`config.mk`:
```
export PLATFORM = sky130hd
export DESIGN_NAME = audio_sample_packet_decoder
export DESIGN_NICKNAME = d
export VERILOG_FILES = /design/src/rtl/hdmi_audio_pkg.sv /design/src/rtl/audio_sample_fifo.sv /design/src/rtl/audio_sample_packet_decoder.sv
export SDC_FILE = /design/constraint.sdc
export NUM_CORES = 1
export LEC_CHECK = 0
export CELL_PAD_IN_SITES_DETAIL_PLACEMENT = 1
export CELL_PAD_IN_SITES_GLOBAL_PLACEMENT = 1
export CORE_MARGIN = 2
export CORE_UTILIZATION = 45
export CTS_CLUSTER_DIAMETER = 120
export DETAILED_ROUTE_END_ITERATION = 16
export PLACE_DENSITY = 0.74
export SETUP_SLACK_MARGIN = 0.4
export SLEW_MARGIN = 20
export SYNTH_ARGS = -nofsm -noshare
export SYNTH_HDL_FRONTEND = slang
export SYNTH_HIERARCHICAL = 1
export SYNTH_SLANG_ARGS = --single-unit
```
`constraint.sdc`:
```
create_clock -name clk_pixel -period 23.9 [get_ports clk_pixel]
set_input_delay 5.975 -clock clk_pixel [delete_from_list [all_inputs] [get_ports clk_pixel]]
set_output_delay 5.975 -clock clk_pixel [all_outputs]
set_load 0.01 [all_outputs]
```
`src/rtl/hdmi_audio_pkg.sv`:
```
// Shared constants and types for HDMI audio sample packet decoding.
// Covers packet type, channel-status geometry and the layout of a decoded sample entry.
package hdmi_audio_pkg;

   localparam logic [7:0] AUDIO_SAMPLE_PACKET_TYPE = 8'd2;
   localparam int         CHANNEL_STATUS_LENGTH    = 192;
   localparam int         CS_CAPTURE_BITS          = 40;

   localparam int DATA_W  = 24;
   localparam int SUB_W   = 56;
   localparam int NUM_SUB = 4;
   localparam int FLAGS_W = 7;
   localparam int ENTRY_W = 2 * DATA_W + FLAGS_W;

   localparam int FLAG_VALID_L     = 0;
   localparam int FLAG_VALID_R     = 1;
   localparam int FLAG_USER_L      = 2;
   localparam int FLAG_USER_R      = 3;
   localparam int FLAG_PARITY_L    = 4;
   localparam int FLAG_PARITY_R    = 5;
   localparam int FLAG_BLOCK_START = 6;

   // Bit positions of the status byte inside one subpacket
   localparam int SB_V_L = 48;
   localparam int SB_U_L = 49;
   localparam int SB_C_L = 50;
   localparam int SB_P_L = 51;
   localparam int SB_V_R = 52;
   localparam int SB_U_R = 53;
   localparam int SB_P_R = 55;

   typedef enum logic {
      ST_IDLE,
      ST_UNPACK
   } unpack_state_t;

   typedef struct packed {
      logic [FLAGS_W-1:0] flags;
      logic [DATA_W-1:0]  right;
      logic [DATA_W-1:0]  left;
   } sample_entry_t;

endpackage

```
`src/rtl/audio_sample_fifo.sv`:
```
// Synchronous first-word-fall-through FIFO with a registered output stage.
// count includes the entry currently presented on rd_data.
module audio_sample_fifo #(
   parameter  int DATA_W = 55,
   parameter  int DEPTH  = 8,
   localparam int PTR_W  = $clog2(DEPTH),
   localparam int CNT_W  = $clog2(DEPTH) + 1
) (
   input  logic              clk,
   input  logic              reset_n,
   input  logic              wr_en,
   input  logic [DATA_W-1:0] wr_data,
   input  logic              rd_en,
   output logic              rd_valid,
   output logic [DATA_W-1:0] rd_data,
   output logic [CNT_W-1:0]  count
);

   logic [DATA_W-1:0] mem [DEPTH];
   logic [PTR_W-1:0]  wr_ptr;
   logic [PTR_W-1:0]  rd_ptr;
   logic [CNT_W-1:0]  mem_cnt;
   logic              pop;
   logic              load;
   logic              from_mem;
   logic              bypass;
   logic              push;

   assign count = mem_cnt + CNT_W'(rd_valid);

   // An empty output stage takes a new write directly so the first word appears one edge after it is written
   always_comb begin
      pop      = rd_en & rd_valid;
      load     = ~rd_valid | pop;
      from_mem = load & (mem_cnt != '0);
      bypass   = load & (mem_cnt == '0) & wr_en;
      push     = wr_en & ~bypass & ((count != CNT_W'(DEPTH)) | pop);
   end

   always_ff @(posedge clk) begin
      if (push) begin
         mem[wr_ptr] <= wr_data;
      end
   end

   always_ff @(posedge clk) begin
      if (!reset_n) begin
         wr_ptr   <= '0;
         rd_ptr   <= '0;
         mem_cnt  <= '0;
         rd_valid <= 1'b0;
         rd_data  <= '0;
      end else begin
         if (push) begin
            wr_ptr <= wr_ptr + 1'b1;
         end
         if (from_mem) begin
            rd_data <= mem[rd_ptr];
            rd_ptr  <= rd_ptr + 1'b1;
         end else if (bypass) begin
            rd_data <= wr_data;
         end
         if (load) begin
            rd_valid <= from_mem | bypass;
         end
         mem_cnt <= mem_cnt + CNT_W'(push) - CNT_W'(from_mem);
      end
   end

endmodule

```
`src/rtl/audio_sample_packet_decoder.sv`:
```
// Unpacks HDMI audio sample packets into per-frame stereo entries, checks parity
// and rebuilds the left-channel status block across 192 frames.
module audio_sample_packet_decoder
   import hdmi_audio_pkg::*;
#(
   parameter int FIFO_DEPTH = 8
) (
   input  logic         clk_pixel,
   input  logic         reset_n,
   input  logic         packet_valid,
   input  logic [23:0]  header,
   input  logic [223:0] sub,
   output logic         sample_valid,
   input  logic         sample_ready,
   output logic [23:0]  sample_left,
   output logic [23:0]  sample_right,
   output logic [6:0]   sample_flags,
   output logic [39:0]  channel_status,
   output logic         channel_status_valid,
   output logic         overflow,
   output logic         layout_error
);

   localparam int CNT_W = $clog2(FIFO_DEPTH) + 1;

   unpack_state_t                      state;
   logic [1:0]                         sub_idx;
   logic [NUM_SUB-1:0]                 present_p0;
   logic [NUM_SUB-1:0]                 bstart_p0;
   logic [NUM_SUB*SUB_W-1:0]           sub_p0;
   sample_entry_t                      entry;
   sample_entry_t                      wr_data_p1;
   logic                               vld_p1;
   logic [7:0]                         frame_idx;
   logic [7:0]                         cur_idx;
   logic [7:0]                         next_idx;
   logic                               block_lock;
   logic [CS_CAPTURE_BITS-1:0]         shadow;
   logic [SUB_W-1:0]                   cur_sub;
   logic                               cur_bs;
   logic [CNT_W-1:0]                   fifo_count;
   logic [ENTRY_W-1:0]                 fifo_out;
   logic                               rd_fire;
   logic                               is_asp;
   logic                               fits;
   logic                               accept;
   int                                 post_count;
   logic                               unused_hdr;

   assign unused_hdr = ^header[19:13];

   function automatic logic parity_err(input logic [3:0] pcuv, input logic [DATA_W-1:0] word);
      return ^{pcuv, word};
   endfunction

   always_comb begin
      rd_fire    = sample_valid & sample_ready;
      is_asp     = packet_valid && (header[7:0] == AUDIO_SAMPLE_PACKET_TYPE);
      post_count = int'(fifo_count) + int'(vld_p1) - int'(rd_fire);
      fits       = (FIFO_DEPTH - post_count) >= $countones(header[11:8]);
      accept     = (state == ST_IDLE) && is_asp && !header[12] && fits;
   end

   always_comb begin
      cur_sub     = sub_p0[int'(sub_idx)*SUB_W +: SUB_W];
      cur_bs      = bstart_p0[sub_idx];
      cur_idx     = cur_bs ? 8'd0 : frame_idx;
      next_idx    = (cur_idx == 8'(CHANNEL_STATUS_LENGTH - 1)) ? 8'd0 : cur_idx + 8'd1;
      entry.left  = cur_sub[DATA_W-1:0];
      entry.right = cur_sub[2*DATA_W-1:DATA_W];
      entry.flags = '0;
      entry.flags[FLAG_VALID_L]     = cur_sub[SB_V_L];
      entry.flags[FLAG_VALID_R]     = cur_sub[SB_V_R];
      entry.flags[FLAG_USER_L]      = cur_sub[SB_U_L];
      entry.flags[FLAG_USER_R]      = cur_sub[SB_U_R];
      entry.flags[FLAG_PARITY_L]    = parity_err(cur_sub[SB_P_L:SB_V_L], cur_sub[DATA_W-1:0]);
      entry.flags[FLAG_PARITY_R]    = parity_err(cur_sub[SB_P_R:SB_V_R], cur_sub[2*DATA_W-1:DATA_W]);
      entry.flags[FLAG_BLOCK_START] = cur_bs;
   end

   // stage p0: packet capture
   always_ff @(posedge clk_pixel) begin
      if (accept) begin
         sub_p0 <= sub;
      end
   end

   // stage p1: one subpacket per cycle into the FIFO write register
   always_ff @(posedge clk_pixel) begin
      if (!reset_n) begin
         state                <= ST_IDLE;
         sub_idx              <= '0;
         present_p0           <= '0;
         bstart_p0            <= '0;
         vld_p1               <= 1'b0;
         wr_data_p1           <= '0;
         frame_idx            <= '0;
         block_lock           <= 1'b0;
         shadow               <= '0;
         channel_status       <= '0;
         channel_status_valid <= 1'b0;
         overflow             <= 1'b0;
         layout_error         <= 1'b0;
      end else begin
         vld_p1 <= 1'b0;
         case (state)
            ST_IDLE: begin
               if (is_asp) begin
                  if (header[12]) begin
                     layout_error <= 1'b1;
                  end else if (!fits) begin
                     overflow <= 1'b1;
                  end else begin
                     present_p0 <= header[11:8];
                     bstart_p0  <= header[23:20];
                     sub_idx    <= '0;
                     state      <= ST_UNPACK;
                  end
               end
            end
            ST_UNPACK: begin
               if (is_asp) begin
                  overflow <= 1'b1;
               end
               if (present_p0[sub_idx]) begin
                  vld_p1     <= 1'b1;
                  wr_data_p1 <= entry;
                  frame_idx  <= next_idx;
                  block_lock <= block_lock | cur_bs;
                  if (cur_bs && (frame_idx != 8'd0)) begin
                     channel_status_valid <= 1'b0;
                  end
                  if (cur_idx < 8'(CS_CAPTURE_BITS)) begin
                     shadow[cur_idx[5:0]] <= cur_sub[SB_C_L];
                  end
                  if ((cur_idx == 8'(CHANNEL_STATUS_LENGTH - 1)) && block_lock) begin
                     channel_status       <= shadow;
                     channel_status_valid <= 1'b1;
                  end
               end
               sub_idx <= sub_idx + 2'd1;
               if (sub_idx == 2'd3) begin
                  state <= ST_IDLE;
               end
            end
            default: state <= ST_IDLE;
         endcase
      end
   end

   // stage p2: FIFO output register
   audio_sample_fifo #(
      .DATA_W (ENTRY_W),
      .DEPTH  (FIFO_DEPTH)
   ) u_fifo (
      .clk      (clk_pixel),
      .reset_n  (reset_n),
      .wr_en    (vld_p1),
      .wr_data  (wr_data_p1),
      .rd_en    (sample_ready),
      .rd_valid (sample_valid),
      .rd_data  (fifo_out),
      .count    (fifo_count)
   );

   assign {sample_flags, sample_right, sample_left} = fifo_out;

endmodule
```
==> results of run 1 <==
[routing by layer]
metal  share of wire  up-vias  routed length (um)
met1            0.41    10148               36400
met4           0.021        2                1885
met2            0.51      582               45260
met5         0.00018        -                  16
li1                -     8595                   -
met3           0.063      125                5597
[sequential cells by signal, summed over array words and instances (netlist names), 2 cells and up, named ones only]
signal and flops:
u_fifo/rd_data 55, u_fifo/rd_ptr 3, sub_idx 2, bstart_p0 4, sub_p0 224, u_fifo/wr_ptr 3, wr_data_p1 55, frame_idx 8
shadow 40, u_fifo/mem 440, present_p0 4, channel_status 40, u_fifo/mem_cnt 4
[per-stage QoR]
stage | power, W | instance area [sq um] | hold WS (ps)
floorplan | 0.002224 | 34280 | 428.4
global placement | 0.002450 | 38580 | 436.3
detailed placement | 0.002485 | 38580 | 450.1
CTS | 0.003919 | 41580 | 457.6
global route | 0.004026 | 41600 | 470.1
finish | 0.003885 | 41600 | 455.8
[logic make-up (layout without fill, tap and decap cells)]
group	Yosys count	after routing	share of synthesized area
compound gates	240	240	0.04457
xor+xnor	66	66	0.01686
fa+ha+maj	28	28	0.01088
buf+inv	140	561	0.02186
flops	892	892	0.7148
mux	255	255	0.1354
other cells	0	5	0
simple gates	440	440	0.05556
[cells in the final DEF, fill, tap and decap left out, types with 11 or more instances in the layout]
cell type          n
dfxtp_1          223
nor2_1           138
clkdlybuf4s50_1  343
clkinv_1          18
clkinv_2          15
buf_4             25
clkbuf_16         90
inv_1             23
o21ai_0           31
bufinv_16         11
edfxtp_1         664
mux2i_1           88
a21oi_1          132
xnor2_1           55
mux4_2           167
clkbuf_1          15
nand2_1          218
a221o_1           55
ha_1              25
xor2_1            11
[power breakdown]
part | switching (W) | total [W] | internal (W)
clock | 0.000601 | 0.00143 | 0.000833
combinational | 0.000330 | 0.000678 | 0.000348
sequential | 0.0000746 | 0.00177 | 0.00170
total | 0.00101 | 0.00389 | 0.00288
[worst min-delay path: stages, from the launching register on]
cell,delay (ps)
dfxtp_1,310
nand2_1,50
a21oi_1,50
[worst paths after layout]
path,startpoint,endpoint,slack [ps],depth (start not counted)
worst max register to register,u_fifo/rd_valid$_SDFFE_PN0P_,sub_p0[3]$_DFFE_PP_,18400,17
worst max-delay path,sample_ready,sub_p0[3]$_DFFE_PP_,13160,17
worst min register to register,shadow[8]$_SDFFE_PN0P_,channel_status[8]$_SDFFE_PN0P_,460,2
worst min-delay path,shadow[8]$_SDFFE_PN0P_,channel_status[8]$_SDFFE_PN0P_,460,2
[area by class of cell]
class	count	area share
Timing Repair Buffer	369	0.08731
Clock buffer	111	0.05748
Multi-Input combinational cell	1029	0.2190
Clock inverter	56	0.01474
Inverter	25	0.002316
Sequential cell	892	0.5894
Antenna cell	5	0.0003008
Tap cell	978	0.02942
==> results.json, run 1 <==
{
  "status": "complete, no violations",
  "grt_pass1_vias": 21075,
  "gr-usage-all-layers": 0.2286,
  "cts_tree": "built",
  "initial_core_util": 0.4528,
  "use_met1": 0.2990,
  "remaining_drc_errors": 0,
  "p_leak_nw": 13.28,
  "netlist_area_sq_um": 34280,
  "num_io_pins": 351,
  "seqCellArea_sq_um": 24520,
  "use_met2": 0.3869,
  "die_width_um": 280.0,
  "cp.arrival_ps": 11000,
  "syn_nets": 2341,
  "grt_overflow_total": 0,
  "hold_buffers": 0,
  "critPathSlowestCell": "buf_4",
  "maxCapViolCount": 0,
  "cp_num_buf_inv": 6,
  "grt_pass1_wl_um": 133400,
  "tightestPinTransition_ps": 1075,
  "first_iter_violations": 1532,
  "setup_slack_ps": 13160,
  "yosysTopAreaCell": "edfxtp_1",
  "clock_latency_ps": 650,
  "yosys-top-cells-count": "edfxtp_1 (664), dfxtp_1 (228), nand2_1 (219)",
  "synth.distinct_cells": 56,
  "critical-path-max-stage-delay_ps": 910,
  "cts_inserted_buffers": 89,
  "fillCellCount": 6910,
  "grt_setup_unrepaired": "false",
  "cp_max_fo": 81,
  "ant_nets": 0,
  "postLayoutCoreUtil": 0.5496,
  "period_needed_ps": 10740,
  "crit_top_cell": "ha_1",
  "die_y_um": 280.0,
  "drive_gt1_frac": 0.1442,
  "gp_congestion": 0.7887,
  "ir_worst_vdd_mv": 0.06274,
  "setup_viol": 0,
  "final-hold-violation-count": 0,
  "tns_ps": 0,
  "clock_skew_ps": 20.76,
  "viasPerCell": 5.614,
  "ys_seq_elements": 892,
  "synth_seq_area_share": 0.7148,
  "power_density_nw_per_um2": 93.40,
  "wl_per_cell_um": 25.73,
  "max_freq_mhz": 93.14,
  "grtUsageMet3": 0.04830,
  "stdcell_count": 3465,
  "portBuffers": 343,
  "dp_cells": 3293,
  "crit_chain": "clkdlybuf4s50_1 > and2_1 > ha_1 > inv_1 > ha_1 > fa_1 > inv_1 > ha_1 > ha_1 > a21o_1 > a21oi_1 > inv_1 > o22ai_1 > o22a_1 > nor2_4 > buf_4 > buf_4",
  "dr.pass1.iters": 5,
  "synthTopCellsByArea": "edfxtp_1 (58%), dfxtp_1 (13%), mux4_2 (11%)",
  "coreArea_sq_um": 75700,
  "grt_max_degree": 84,
  "crit_family": "buffers and inverters",
  "post-synth-top-count-cell": "edfxtp_1",
  "top_usage_layer": "met2",
  "synth_edf_count": 664,
  "ys_async_sr_fraction": 0,
  "syn_to_final_growth_pct": 21.36,
  "maxSlewViolCount": 0,
  "ys.flop_type": "edfxtp_1",
  "clk_pin_slew_ps": 60,
  "crit_path_end_kind": "flop",
  "relSlewSlack": 0.2834,
  "num_rows": 101,
  "period_share": 0.4492,
  "syn_inst": 2061,
  "cts_resized": 0,
  "synth_top_area_frac": 0.5817,
  "htree_levels": 3,
  "critPathKind": "in2reg",
  "dpl_worst_slack_ps": 12550,
  "antenna_found_initial": 4,
  "startpoint_type": "primary input",
  "layout.nets": 2686,
  "clock-sinks": 892,
  "die_area_sq_um": 78400,
  "cp.required_ps": 24160,
  "multi_input_area_sq_um": 9111,
  "detail_route.wirelength_um": 89160,
  "hpwl_um": 54750,
  "postSynthAreaPerCell_sq_um": 16.63,
  "vias": 19452,
  "yosys_warnings": 6,
  "cts.root.buffer_cell": "clkbuf_16",
  "min_path_type": "reg2reg",
  "ctsLongestPathBuffers": 3,
  "cts_setup_buffers": 0
}
Note: power is estimated with default switching activity, not from simulation.
==> inputs of run 2 (changes only) <==
Clock period 23.9 ns to 10.9 ns, I/O delays scaled along.
==> results.json, run 2 (synthesized netlist as in run 1, its figures left out) <==
{
  "status": "complete, no violations",
  "min_from": "shadow[3]$_SDFFE_PN0P_",
  "dp_cells": 3295,
  "die_width_um": 280.0,
  "dr.pass1.iters": 5,
  "cts_inserted_buffers": 92,
  "fin_area_sq_um": 41710,
  "ctsLongestPathBuffers": 3,
  "die_y_um": 280.0,
  "largest_register_ff_count": 440,
  "layout.nets": 2692,
  "startpoint_type": "primary input",
  "dpl_worst_slack_ps": 3019,
  "vias": 19501,
  "viasPerCell": 5.622,
  "first_iter_violations": 1341,
  "cts_resized": 0,
  "setup_viol": 0,
  "maxCapViolCount": 0,
  "clk_pin_slew_ps": 60,
  "total_power_w": 0.008551,
  "maxSlewViolCount": 0,
  "final-hold-violation-count": 0,
  "cp.arrival_ps": 7260,
  "clock_skew_ps": 26.96,
  "tns_ps": 0,
  "portBuffers": 343,
  "cts.root.buffer_cell": "clkbuf_16",
  "power_density_nw_per_um2": 205.0,
  "hpwl_um": 54860,
  "relSlewSlack": 0.3134,
  "top_regs": "u_fifo/mem: 440 flops, sub_p0: 224 flops",
  "grt_overflow_total": 0,
  "cts_tree": "built",
  "coreArea_sq_um": 75700,
  "period_share": 0.6424,
  "min_path_type": "reg2reg",
  "grt_setup_unrepaired": "false",
  "stdcell_count": 3469,
  "p_leak_nw": 13.34,
  "detail_route.wirelength_um": 89480,
  "die_area_sq_um": 78400,
  "gr-usage-all-layers": 0.2291,
  "drive_gt1_frac": 0.1470,
  "syn_to_final_growth_pct": 21.67,
  "cts_setup_buffers": 0,
  "grt_pass1_vias": 21232,
  "wl_per_cell_um": 25.79,
  "setup_slack_ps": 3898,
  "grt_max_degree": 93,
  "ant_nets": 0,
  "reg2reg_from": "u_fifo/rd_valid$_SDFFE_PN0P_",
  "largest_register": "u_fifo/mem",
  "grt_pass1_wl_um": 133700,
  "cp.required_ps": 11160,
  "remaining_drc_errors": 0,
  "tightestPinTransition_ps": 1030,
  "initial_core_util": 0.4528,
  "htree_levels": 3,
  "period_needed_ps": 7002,
  "critPathKind": "in2reg",
  "hold_buffers": 0,
  "most-common-layout-cells": "edfxtp_1 (664), clkdlybuf4s50_1 (343), dfxtp_1 (223)",
  "clock-sinks": 892,
  "num_io_pins": 351,
  "dpl_cell_area_sq_um": 38580,
  "crit_path_end_kind": "flop",
  "cp_max_fo": 92,
  "gp_congestion": 0.7985,
  "max_freq_mhz": 142.8,
  "ir_worst_vdd_mv": 0.1574,
  "num_rows": 101,
  "critPathLaunch": "sample_ready",
  "antenna_found_initial": 1,
  "clock_latency_ps": 640,
  "layout_commonest_cell": "edfxtp_1"
}
[run 2: cell types whose count changed in the layout (fill, tap and decap cells not counted), moves of 2 or more]
cell,delta
clkbuf_8,-3
clkinv_1,-4
buf_4,+2
diode_2,-4
clkinv_2,+9
clkbuf_1,+3
clkinv_4,-2
clkbuf_16,+4
clkinvlp_4,-3
inv_16,+2
[run 2: final cells by class]
class / instances / area, sq um
Tap cell: 978 / 1224
Clock inverter: 56 / 615.6
Fill cell: 7001 / 33990
Timing Repair Buffer: 372 / 3675
Inverter: 25 / 98.84
Multi-Input combinational cell: 1029 / 9101
Antenna cell: 1 / 2.502
Sequential cell: 892 / 24520
Clock buffer: 116 / 2469
[run 2: where the power goes]
part	switching (W)	internal [W]
sequential	0.000168	0.00373
combinational	0.000691	0.000753
clock	0.00132	0.00190
[run 2: through the flow]
stage	hold slack (ps)	util
after floorplan	428.4	-
after global placement	437.3	0.5097
after global routing	470.2	0.5510
final	452.6	0.5510
after CTS	458.0	0.5505
after detailed placement	447.3	0.5097
[run 2: worst max-delay path, cell delays in order]
cell             delay, ps
clkdlybuf4s50_1        470
and2_1                 180
ha_1                   260
inv_1                   40
ha_1                   200
fa_1                   490
inv_1                   60
ha_1                   200
xor2_1                 170
ha_1                   310
a21oi_1                 70
inv_1                   80
o22ai_1                110
o22a_1                 380
nor2_4                 170
buf_4                  500
buf_6                  700
[run 2: worst paths after layout]
check,cells after the start,end,slack (ps)
max reg2reg,17,sub_p0[185]$_DFFE_PP_,5930
max,17,sub_p0[185]$_DFFE_PP_,3900
min reg2reg,2,channel_status[3]$_SDFFE_PN0P_,450
min,2,channel_status[3]$_SDFFE_PN0P_,450
[run 2: routing by layer]
layer	global-route usage	vias to the layer above	wire, um
li1	-	8594	-
met1	0.3065	10173	37230
met2	0.3845	594	44800
met3	0.03747	140	5091
met4	0.07322	0	2360
met5	0	-	0
